<file path="src/rtl/mem_req_ctrl.sv">
// Request front-end for the 64K x 9 parity memory: an in-order request FIFO feeding
// a four-state issue FSM, with read capture, odd-parity check and error counting.
module mem_req_ctrl #(
    parameter int FIFO_DEPTH = 4,
    parameter int ADDR_WIDTH = 16,
    parameter int DATA_WIDTH = 8
) (
    input  logic                  clk,
    input  logic                  rst_n,
    input  logic                  req_valid,
    output logic                  req_ready,
    input  logic                  req_write,
    input  logic [ADDR_WIDTH-1:0] req_addr,
    input  logic [DATA_WIDTH-1:0] req_wdata,
    output logic                  mem_write,
    output logic                  mem_read,
    output logic [ADDR_WIDTH-1:0] mem_address,
    output logic [DATA_WIDTH-1:0] mem_data_in,
    input  logic [DATA_WIDTH:0]   mem_data_out,
    output logic                  rsp_valid,
    output logic [DATA_WIDTH-1:0] rsp_data,
    output logic                  rsp_parity_err,
    output logic [7:0]            err_count,
    output logic                  busy
);

    localparam int PTR_W   = $clog2(FIFO_DEPTH);
    localparam int ENTRY_W = 1 + ADDR_WIDTH + DATA_WIDTH;

    typedef enum logic [1:0] {
        IDLE    = 2'd0,
        OP_WR   = 2'd1,
        OP_RD   = 2'd2,
        WAIT_RD = 2'd3
    } state_t;

    state_t state_reg, state_next;

    logic [ENTRY_W-1:0]    fifo_mem [FIFO_DEPTH];
    logic [PTR_W:0]        wr_ptr_reg, rd_ptr_reg;
    logic                  fifo_empty, fifo_full;
    logic                  push, pop;
    logic [ENTRY_W-1:0]    head;
    logic                  head_write;
    logic [ADDR_WIDTH-1:0] head_addr;
    logic [DATA_WIDTH-1:0] head_data;

    logic [ADDR_WIDTH-1:0] mem_address_reg;
    logic [DATA_WIDTH-1:0] mem_data_in_reg;
    logic                  rsp_valid_reg;
    logic [DATA_WIDTH-1:0] rsp_data_reg;
    logic                  rsp_parity_err_reg;
    logic [7:0]            err_count_reg;
    logic                  parity_bad;

    // Extra pointer MSB distinguishes full from empty when the index bits match.
    assign fifo_empty = (wr_ptr_reg == rd_ptr_reg);
    assign fifo_full  = (wr_ptr_reg[PTR_W] != rd_ptr_reg[PTR_W]) &&
                        (wr_ptr_reg[PTR_W-1:0] == rd_ptr_reg[PTR_W-1:0]);

    assign push = req_valid && !fifo_full;
    assign pop  = !fifo_empty && (state_reg != OP_RD);

    assign head       = fifo_mem[rd_ptr_reg[PTR_W-1:0]];
    assign head_write = head[ENTRY_W-1];
    assign head_addr  = head[ADDR_WIDTH+DATA_WIDTH-1:DATA_WIDTH];
    assign head_data  = head[DATA_WIDTH-1:0];

    // Storage needs no reset: only entries between the pointers are ever read.
    always_ff @(posedge clk) begin
        if (push) begin
            fifo_mem[wr_ptr_reg[PTR_W-1:0]] <= {req_write, req_addr, req_wdata};
        end
    end

    always_ff @(posedge clk or negedge rst_n) begin
        if (!rst_n) begin
            wr_ptr_reg <= '0;
            rd_ptr_reg <= '0;
        end else begin
            if (push) wr_ptr_reg <= wr_ptr_reg + 1'b1;
            if (pop)  rd_ptr_reg <= rd_ptr_reg + 1'b1;
        end
    end

    always_ff @(posedge clk or negedge rst_n) begin
        if (!rst_n) begin
            state_reg <= IDLE;
        end else begin
            state_reg <= state_next;
        end
    end

    always_comb begin
        state_next = IDLE;
        case (state_reg)
            OP_RD:   state_next = WAIT_RD;
            default: begin
                if (!fifo_empty) begin
                    state_next = head_write ? OP_WR : OP_RD;
                end else begin
                    state_next = IDLE;
                end
            end
        endcase
    end

    always_comb begin
        mem_write = (state_reg == OP_WR);
        mem_read  = (state_reg == OP_RD);
    end

    always_ff @(posedge clk or negedge rst_n) begin
        if (!rst_n) begin
            mem_address_reg <= '0;
            mem_data_in_reg <= '0;
        end else if (pop) begin
            mem_address_reg <= head_addr;
            mem_data_in_reg <= head_data;
        end
    end

    // Good words have odd parity across all stored bits.
    assign parity_bad = ~^mem_data_out;

    always_ff @(posedge clk or negedge rst_n) begin
        if (!rst_n) begin
            rsp_valid_reg      <= 1'b0;
            rsp_data_reg       <= '0;
            rsp_parity_err_reg <= 1'b0;
            err_count_reg      <= '0;
        end else begin
            rsp_valid_reg <= (state_reg == WAIT_RD);
            if (state_reg == WAIT_RD) begin
                rsp_data_reg       <= mem_data_out[DATA_WIDTH-1:0];
                rsp_parity_err_reg <= parity_bad;
                if (parity_bad && (err_count_reg != 8'hFF)) begin
                    err_count_reg <= err_count_reg + 8'd1;
                end
            end
        end
    end

    assign req_ready      = !fifo_full;
    assign mem_address    = mem_address_reg;
    assign mem_data_in    = mem_data_in_reg;
    assign rsp_valid      = rsp_valid_reg;
    assign rsp_data       = rsp_data_reg;
    assign rsp_parity_err = rsp_parity_err_reg;
    assign err_count      = err_count_reg;
    assign busy           = !fifo_empty || (state_reg != IDLE);

endmodule

</file>
<file path="config.mk">
export PLATFORM = sky130hd
export DESIGN_NAME = mem_req_ctrl
export DESIGN_NICKNAME = d
export VERILOG_FILES = /design/src/rtl/mem_req_ctrl.sv
export SDC_FILE = /design/constraint.sdc
export NUM_CORES = 1
export LEC_CHECK = 0
export ABC_AREA = 1
export CORE_MARGIN = 2
export CORE_UTILIZATION = 29
export CTS_BUF_LIST = sky130_fd_sc_hd__clkbuf_16
export CTS_CLUSTER_SIZE = 30
export DETAILED_ROUTE_END_ITERATION = 10
export GPL_TIMING_DRIVEN = 1
export PLACE_DENSITY_LB_ADDON = 0.15
export SETUP_SLACK_MARGIN = 0.3
export SLEW_MARGIN = 30
export SYNTH_ARGS = -nofsm -noshare
export SYNTH_HDL_FRONTEND = slang
export SYNTH_SLANG_ARGS = --single-unit
</file>
<file path="constraint.sdc">
create_clock -name clk -period 6.65 [get_ports clk]
set_input_delay 0.9975 -clock clk [delete_from_list [all_inputs] [get_ports clk]]
set_output_delay 0.9975 -clock clk [all_outputs]
set_load 0.1 [all_outputs]
</file>
==> flow_summary.toml, run 1 <==
[route]
via_per_inst = 4.42
ant_nets = 0
drtIter0Drc = 203
finalWirelength_mm = 12.8
wire_per_inst_um = 15.3
vias = 3702
route.detailed.drc = 0
first_pass_iters = 4

[floorplan]
die-height_um = 149
core.rowCount = 52
coreArea_um2 = 20400
start_util_pct = 29.8
die_area_um2 = 22200
ioPinCount = 83
fp.dieW_um = 149

[finish]
layout_commonest_cell = "edfxtp_1"
area_growth_pct = 28.0
largest_register_ffs = 100
antenna-diode-count = 0
drive_gt1_share_pct = 13.1
fin_util_pct = 38.1
layout_common_cells = "edfxtp_1, clkdlybuf4s50_1, nand2_1"
fin_nets = 597

[place]
gp_congestion = 0.725
hpwl_mm = 7.53
io_buffers = 82
place_ws_ns = 3.04

[outcome]
outcome = "finished clean"

[critical_path]
cp-end-kind = "output port"
critPathKind = "flop to output port"
cpMaxStageDelayCell = "clkdlybuf4s50_1"
critical_path.top_delay_family = "buffers and inverters"
slowest_delay_ns = 1.12
required_ns = 5.65
cp_max_fo = 53
cp_num_buf_inv = 1
start_kind = "flop"
critPathArrivalTime_ns = 2.79
crit_chain = "xnor2_2 -> nand3_4 -> nor2_1 -> nand2_1 -> clkdlybuf4s50_1"

[grt]
grt_max_degree = 54
grt_pass1_vias = 3849
grt_overflow = 0
grt_antenna_before_repair = 0
grt_usage_pct = 12.3
grt_pass1_wl_mm = 20.5

[synth]
synthArstFlopShare_pct = 33.3
avgSynthCellArea_um2 = 13.0
synth_area_leaders = "edfxtp_1, dfrtp_1, o21ai_0"
synth.top_cell.area_share_pct = 49.4
synth_edf_count = 100
seq_area_frac_synth_pct = 69.9
syn_nets = 512
synth_top_area_cell = "edfxtp_1"
ys_seq_elements = 150
yosysWarnings = 0
ys_types = 29
synth_flop_cell = "edfxtp_1"
syn_inst = 469
syn_area_um2 = 6080

[worst_hold_path]
worstHoldPathType = "flop to flop"

[timing]
rsz0062_at_grt = "false"
setup_viol = 0
timing.final.crit_share_pct = 56.9
clock_skew_ns = 0.00836
whs_ns = 0.478
worst_pin_slew_ns = 1.02
min_period_ns = 3.79
fin_setup_tns_ns = 0
hold_viol = 0
fin_ws_ns = 2.86
max_slew_margin_pct = 31.8
slew_violations = 0
timing.fmax_mhz = 264

[cts]
cts_resized = 0
cts.clk_slew.worst_paths_ns = 0.07
clk_latency_ns = 0.42
cts-buffers-inserted = 17
clock_sinks = 150
root_buffer = "clkbuf_16"
htreeDepth = 4
cts_tree = "yes"
postCtsSetupBuffers = 0
postCtsHoldBufs = 0
clk_path_buf_depth = 2

[job]
max-cap-violations = 0
==> final cells by class <==
| type | instances | area (um2) |
|---|---|---|
| multi-input cells | 277 | 1660 |
| clock buffers | 17 | 425 |
| flip-flops and latches | 150 | 4260 |
| inverters | 23 | 86.3 |
| clock inverters | 15 | 170 |
| well taps | 270 | 338 |
| repair buffers | 85 | 858 |
| fillers | 1941 | 12600 |
==> routing by layer <==
metal  share of wire, %  global-route usage [%]  vias to the layer above
li1                   -                       -                     1813
met1                 49                    16.1                     1806
met2                 46                    19.9                       74
met3                4.2                    3.33                        9
met4                1.0                    3.71                        0
met5                  0                       0                        -
==> cell usage after synthesis (7+ instances only) <==
library cell	n
xnor2_1	7
nand2_1	66
inv_1	22
mux2_4	17
edfxtp_1	100
o21ai_0	55
nor2_1	59
o22ai_1	24
clkbuf_1	12
nand3_1	16
mux2_2	7
dfrtp_1	50
==> kinds of logic (layout without fill, tap and decap cells) <==
group | after synthesis | after routing | synth area share, %
compound gates | 83 | 83 | 7.38
fa+ha+maj | 6 | 6 | 1.23
xor+xnor | 15 | 15 | 2.41
flops | 150 | 150 | 69.9
mux | 24 | 24 | 5.49
simple gates | 149 | 149 | 10.2
buf+inv | 42 | 140 | 3.33
==> per-stage QoR <==
step | instance area, um2 | std cells
after floorplan | 6080 | 469
after global placement | 7170 | 804
after detailed placement | 7170 | 804
after CTS | 7760 | 836
after global routing | 7790 | 837
final | 7790 | 837
==> final timing paths <==
path | start | end | slack (ns) | depth (start not counted)
min in group asynchronous | rst_n | state_reg[0] | 0.72 | 2
worst min-delay path | rsp_data[7] | rsp_data[7] | 0.48 | 2
worst min register to register | rsp_data[7] | rsp_data[7] | 0.48 | 2
worst max-delay path | rd_ptr_reg[0] | busy | 2.86 | 5
worst max register to register | rd_ptr_reg[0] | fifo_mem[1][7] | 4.17 | 4
max in group asynchronous | rst_n | rd_ptr_reg[0] | 5.39 | 2
==> worst reg2reg max path, delay by kind of cell (launching register included) <==
| kind | cells | cell delay [ns] |
|---|---|---|
| xor+xnor | 1 | 0.19 |
| flops | 1 | 0.80 |
| simple gates | 3 | 1.08 |
Power of run 1 is not shown: default switching activity piles up to over one toggle a cycle in this logic, so the estimate is an artifact.
==> run 2: changes to the inputs <==
==> constraint.sdc (replaced) <==
create_clock -name clk -period 3.6 [get_ports clk]
set_input_delay 0.54 -clock clk [delete_from_list [all_inputs] [get_ports clk]]
set_output_delay 0.54 -clock clk [all_outputs]
set_load 0.1 [all_outputs]
==> flow_summary.toml, run 2 (synthesis results as in run 1) <==
[outcome]
outcome = "finished clean"

[timing]
max_slew_margin_pct = 32.0
hold_viol = 0
slew_violations = 0
rsz0062_at_grt = "false"
timing.final.crit_share_pct = 75.2
fin_setup_tns_ns = 0
timing.fmax_mhz = 369
min_period_ns = 2.71
worst_pin_slew_ns = 1.02
setup_viol = 0
whs_ns = 0.196
clock_skew_ns = 0.00551

[grt]
grt_pass1_wl_mm = 20.5
grt_overflow = 0
grt_max_degree = 53
grt_pass1_vias = 3780
grt_usage_pct = 12.3
grt_antenna_before_repair = 1

[finish]
largest_register_ffs = 100
drive_gt1_share_pct = 13.1
antenna-diode-count = 0
multiInputGateArea_um2 = 1660
fin_nets = 597
layout_common_cells = "edfxtp_1, clkdlybuf4s50_1, nand2_1"
seq_area_um2 = 4260
area_growth_pct = 26.3
layout_commonest_cell = "edfxtp_1"
fill_cells = 1996

[worst_hold_path]
worstHoldPathType = "input port to async pin"

[cts]
cts_tree = "yes"
cts_resized = 0
postCtsHoldBufs = 0
clk_path_buf_depth = 2
htreeDepth = 4
cts-buffers-inserted = 17
clock_sinks = 150
postCtsSetupBuffers = 0
cts.clk_slew.worst_paths_ns = 0.06
root_buffer = "clkbuf_16"
clk_latency_ns = 0.42

[place]
hpwl_mm = 7.75
gp_congestion = 0.747
io_buffers = 82

[floorplan]
fp.dieW_um = 149
core.rowCount = 52
coreArea_um2 = 20400
start_util_pct = 29.8
ioPinCount = 83
die-height_um = 149
die_area_um2 = 22200

[route]
ant_nets = 0
route.detailed.drc = 0
wire_per_inst_um = 15.5
drtIter0Drc = 203
via_per_inst = 4.46
vias = 3734
finalWirelength_mm = 12.9
first_pass_iters = 6

[critical_path]
required_ns = 3.06
reg2reg_slack_ns = 1.39
reg2reg_depth = 5
start_kind = "flop"
reg2reg_to = "mem_data_in[4]"
critPathArrivalTime_ns = 2.17
cp-end-kind = "output port"
worstReg2RegStart = "rd_ptr_reg[0]"
cp_max_fo = 4
critPathKind = "flop to output port"

[job]
max-cap-violations = 0
-- run 2: worst max-delay path by stage --
stage                     slack, ns              to          start
after global routing           0.83       mem_write   state_reg[0]
after detailed placement       1.22  fifo_mem[2][0]      req_valid
after CTS                      0.88        mem_read   state_reg[0]
after global placement         1.23  fifo_mem[3][0]      req_valid
final                          0.89        mem_read   state_reg[0]
after floorplan                0.34  fifo_mem[0][0]  wr_ptr_reg[2]
-- run 2: worst max-delay path, stage by stage (launching register included) --
cell             delay (ns)
dfrtp_1                0.41
nor2_1                 0.18
clkdlybuf4s50_1        1.16
-- run 2: per-stage QoR --
step	area, um2	util [%]	setup slack (ns)	std cells
after CTS	7690	37.6	0.883	837
after floorplan	6080	-	0.340	469
after global placement	7170	35.1	1.23	805
after global routing	7690	37.6	0.832	837
after detailed placement	7170	35.1	1.22	805
final	7690	37.6	0.892	837
-- run 2: routing by layer --
layer | share of wire [%] | vias to the layer above | track usage (%) | routed length (um)
met4 | 1.1 | 2 | 3.86 | 144
met2 | 46 | 91 | 19.8 | 5920
met3 | 4.7 | 13 | 3.94 | 613
met5 | 0.10 | - | 0 | 13
met1 | 48 | 1811 | 16.0 | 6240
li1 | - | 1817 | - | -
-- run 2: cell type report --
| cell class | instances | share of cell area [%] |
|---|---|---|
| inverters | 23 | 1.12 |
| multi-input cells | 277 | 21.5 |
| clock buffers | 17 | 5.53 |
| well taps | 270 | 4.39 |
| repair buffers | 85 | 10.8 |
| clock inverters | 15 | 1.22 |
| flip-flops and latches | 150 | 55.4 |
Power of run 2 is left out for the same reason.
==> run 3: changes to the inputs <==
==> constraint.sdc (replaced) <==
create_clock -name clk -period 2.5 [get_ports clk]
set_input_delay 0.375 -clock clk [delete_from_list [all_inputs] [get_ports clk]]
set_output_delay 0.375 -clock clk [all_outputs]
set_load 0.1 [all_outputs]
==> flow_summary.toml, run 3 (synthesis results as in run 1) <==
[route]
vias = 3813
drtIter0Drc = 196
wl_met3_um = 650
wire_per_inst_um = 16.0
route.detailed.drc = 0
dr_wl_met2_mm = 6.24
top_layer = "met5"
finalWirelength_mm = 13.5
first_pass_iters = 4
wl_met1_mm = 6.44
ant_nets = 0
via_per_inst = 4.52

[finish]
fin_nets = 604
layout_commonest_cell = "edfxtp_1"
layout_common_cells = "edfxtp_1, nand2_1, nor2_1, o21ai_0, buf_4"
drive_gt1_share_pct = 22.8
largest_register_ffs = 100
antenna-diode-count = 0
fin_cells = 844
area_growth_pct = 28.1

[floorplan]
start_util_pct = 29.8
die-height_um = 149
fp.dieW_um = 149
core.rowCount = 52
coreArea_um2 = 20400
ioPinCount = 83
die_area_um2 = 22200

[timing]
setup_viol = 0
hold_viol = 0
max_slew_margin_pct = 50.0
worst_pin_slew_ns = 0.749
slew_violations = 0
timing.fmax_mhz = 487
rsz0062_at_grt = "false"
timing.final.crit_share_pct = 82.2
clock_skew_ns = 0.0118
min_period_ns = 2.05

[cts]
cts-buffers-inserted = 17
root_buffer = "clkbuf_16"
clock_sinks = 150
clk_latency_ns = 0.43
clk_path_buf_depth = 2
postCtsHoldBufs = 0
cts_tree = "yes"
cts.clk_slew.worst_paths_ns = 0.06
postCtsSetupBuffers = 0
cts_resized = 0
htreeDepth = 4

[place]
dpl.cell_count = 812
hpwl_mm = 8.21
io_buffers = 82
gp_congestion = 0.721

[grt]
grt_pass1_vias = 3947
grt_pass1_wl_mm = 21.6
grt_antenna_before_repair = 1
grt_usage_pct = 13.0
grt_overflow = 0
grt_max_degree = 40

[critical_path]
start_kind = "flop"
cp_max_fo = 16
critPathKind = "flop to output port"
required_ns = 2.12
cp-end-kind = "output port"
critPathArrivalTime_ns = 1.68

[worst_hold_path]
worstHoldPathType = "input port to async pin"

[job]
max-cap-violations = 0

[outcome]
outcome = "finished clean"
## run 3: final timing paths
path | startpoint | to | slack [ns] | depth (start not counted)
setup / recovery | rd_ptr_reg[0] | busy | 0.45 | 5
hold / removal | rst_n | rsp_data[3] | 0.02 | 1
setup reg to reg | rd_ptr_reg[0] | mem_address[12] | 0.53 | 5
hold reg to reg | rsp_data[5] | rsp_data[5] | 0.49 | 2
max in group asynchronous | rst_n | rd_ptr_reg[0] | 1.86 | 2
min in group clk | rsp_data[5] | rsp_data[5] | 0.49 | 2
## run 3: critical path: stages (launching register included)
cell and delay (ns):
dfrtp_2 0.53, xnor2_4 0.21, nand3_4 0.12, nor2_1 0.11, nand2_1 0.10, buf_12 0.18
## run 3: cell type report
class                      count  area [um2]
timing repair buffer          92         838
inverter                      23        86.3
clock buffer                  17         425
multi-input combinational    277        1690
clock inverter                15         160
fill                        2005       12600
sequential                   150        4260
tap                          270         338
## run 3: stage by stage
stage / hold slack [ns] / cell area [um2] / utilization, % / setup TNS, ns / setup slack [ns]
floorplan: 0.0794 / 6150 / - / -6.67 / -0.0960
global placement: 0.476 / 7210 / 35.3 / 0 / 0.503
detailed placement: 0.478 / 7210 / 35.3 / 0 / 0.468
CTS: 0.0363 / 7790 / 38.1 / 0 / 0.406
global route: 0.0534 / 7790 / 38.1 / 0 / 0.305
finish: 0.0177 / 7790 / 38.1 / 0 / 0.446
## run 3: layer usage
metal | track usage [%] | vias up
met5 | 0 | -
met4 | 4.43 | 2
met3 | 3.67 | 14
met2 | 20.6 | 87
met1 | 17.3 | 1878
li1 | - | 1832
Power of run 3 is left out for the same reason.
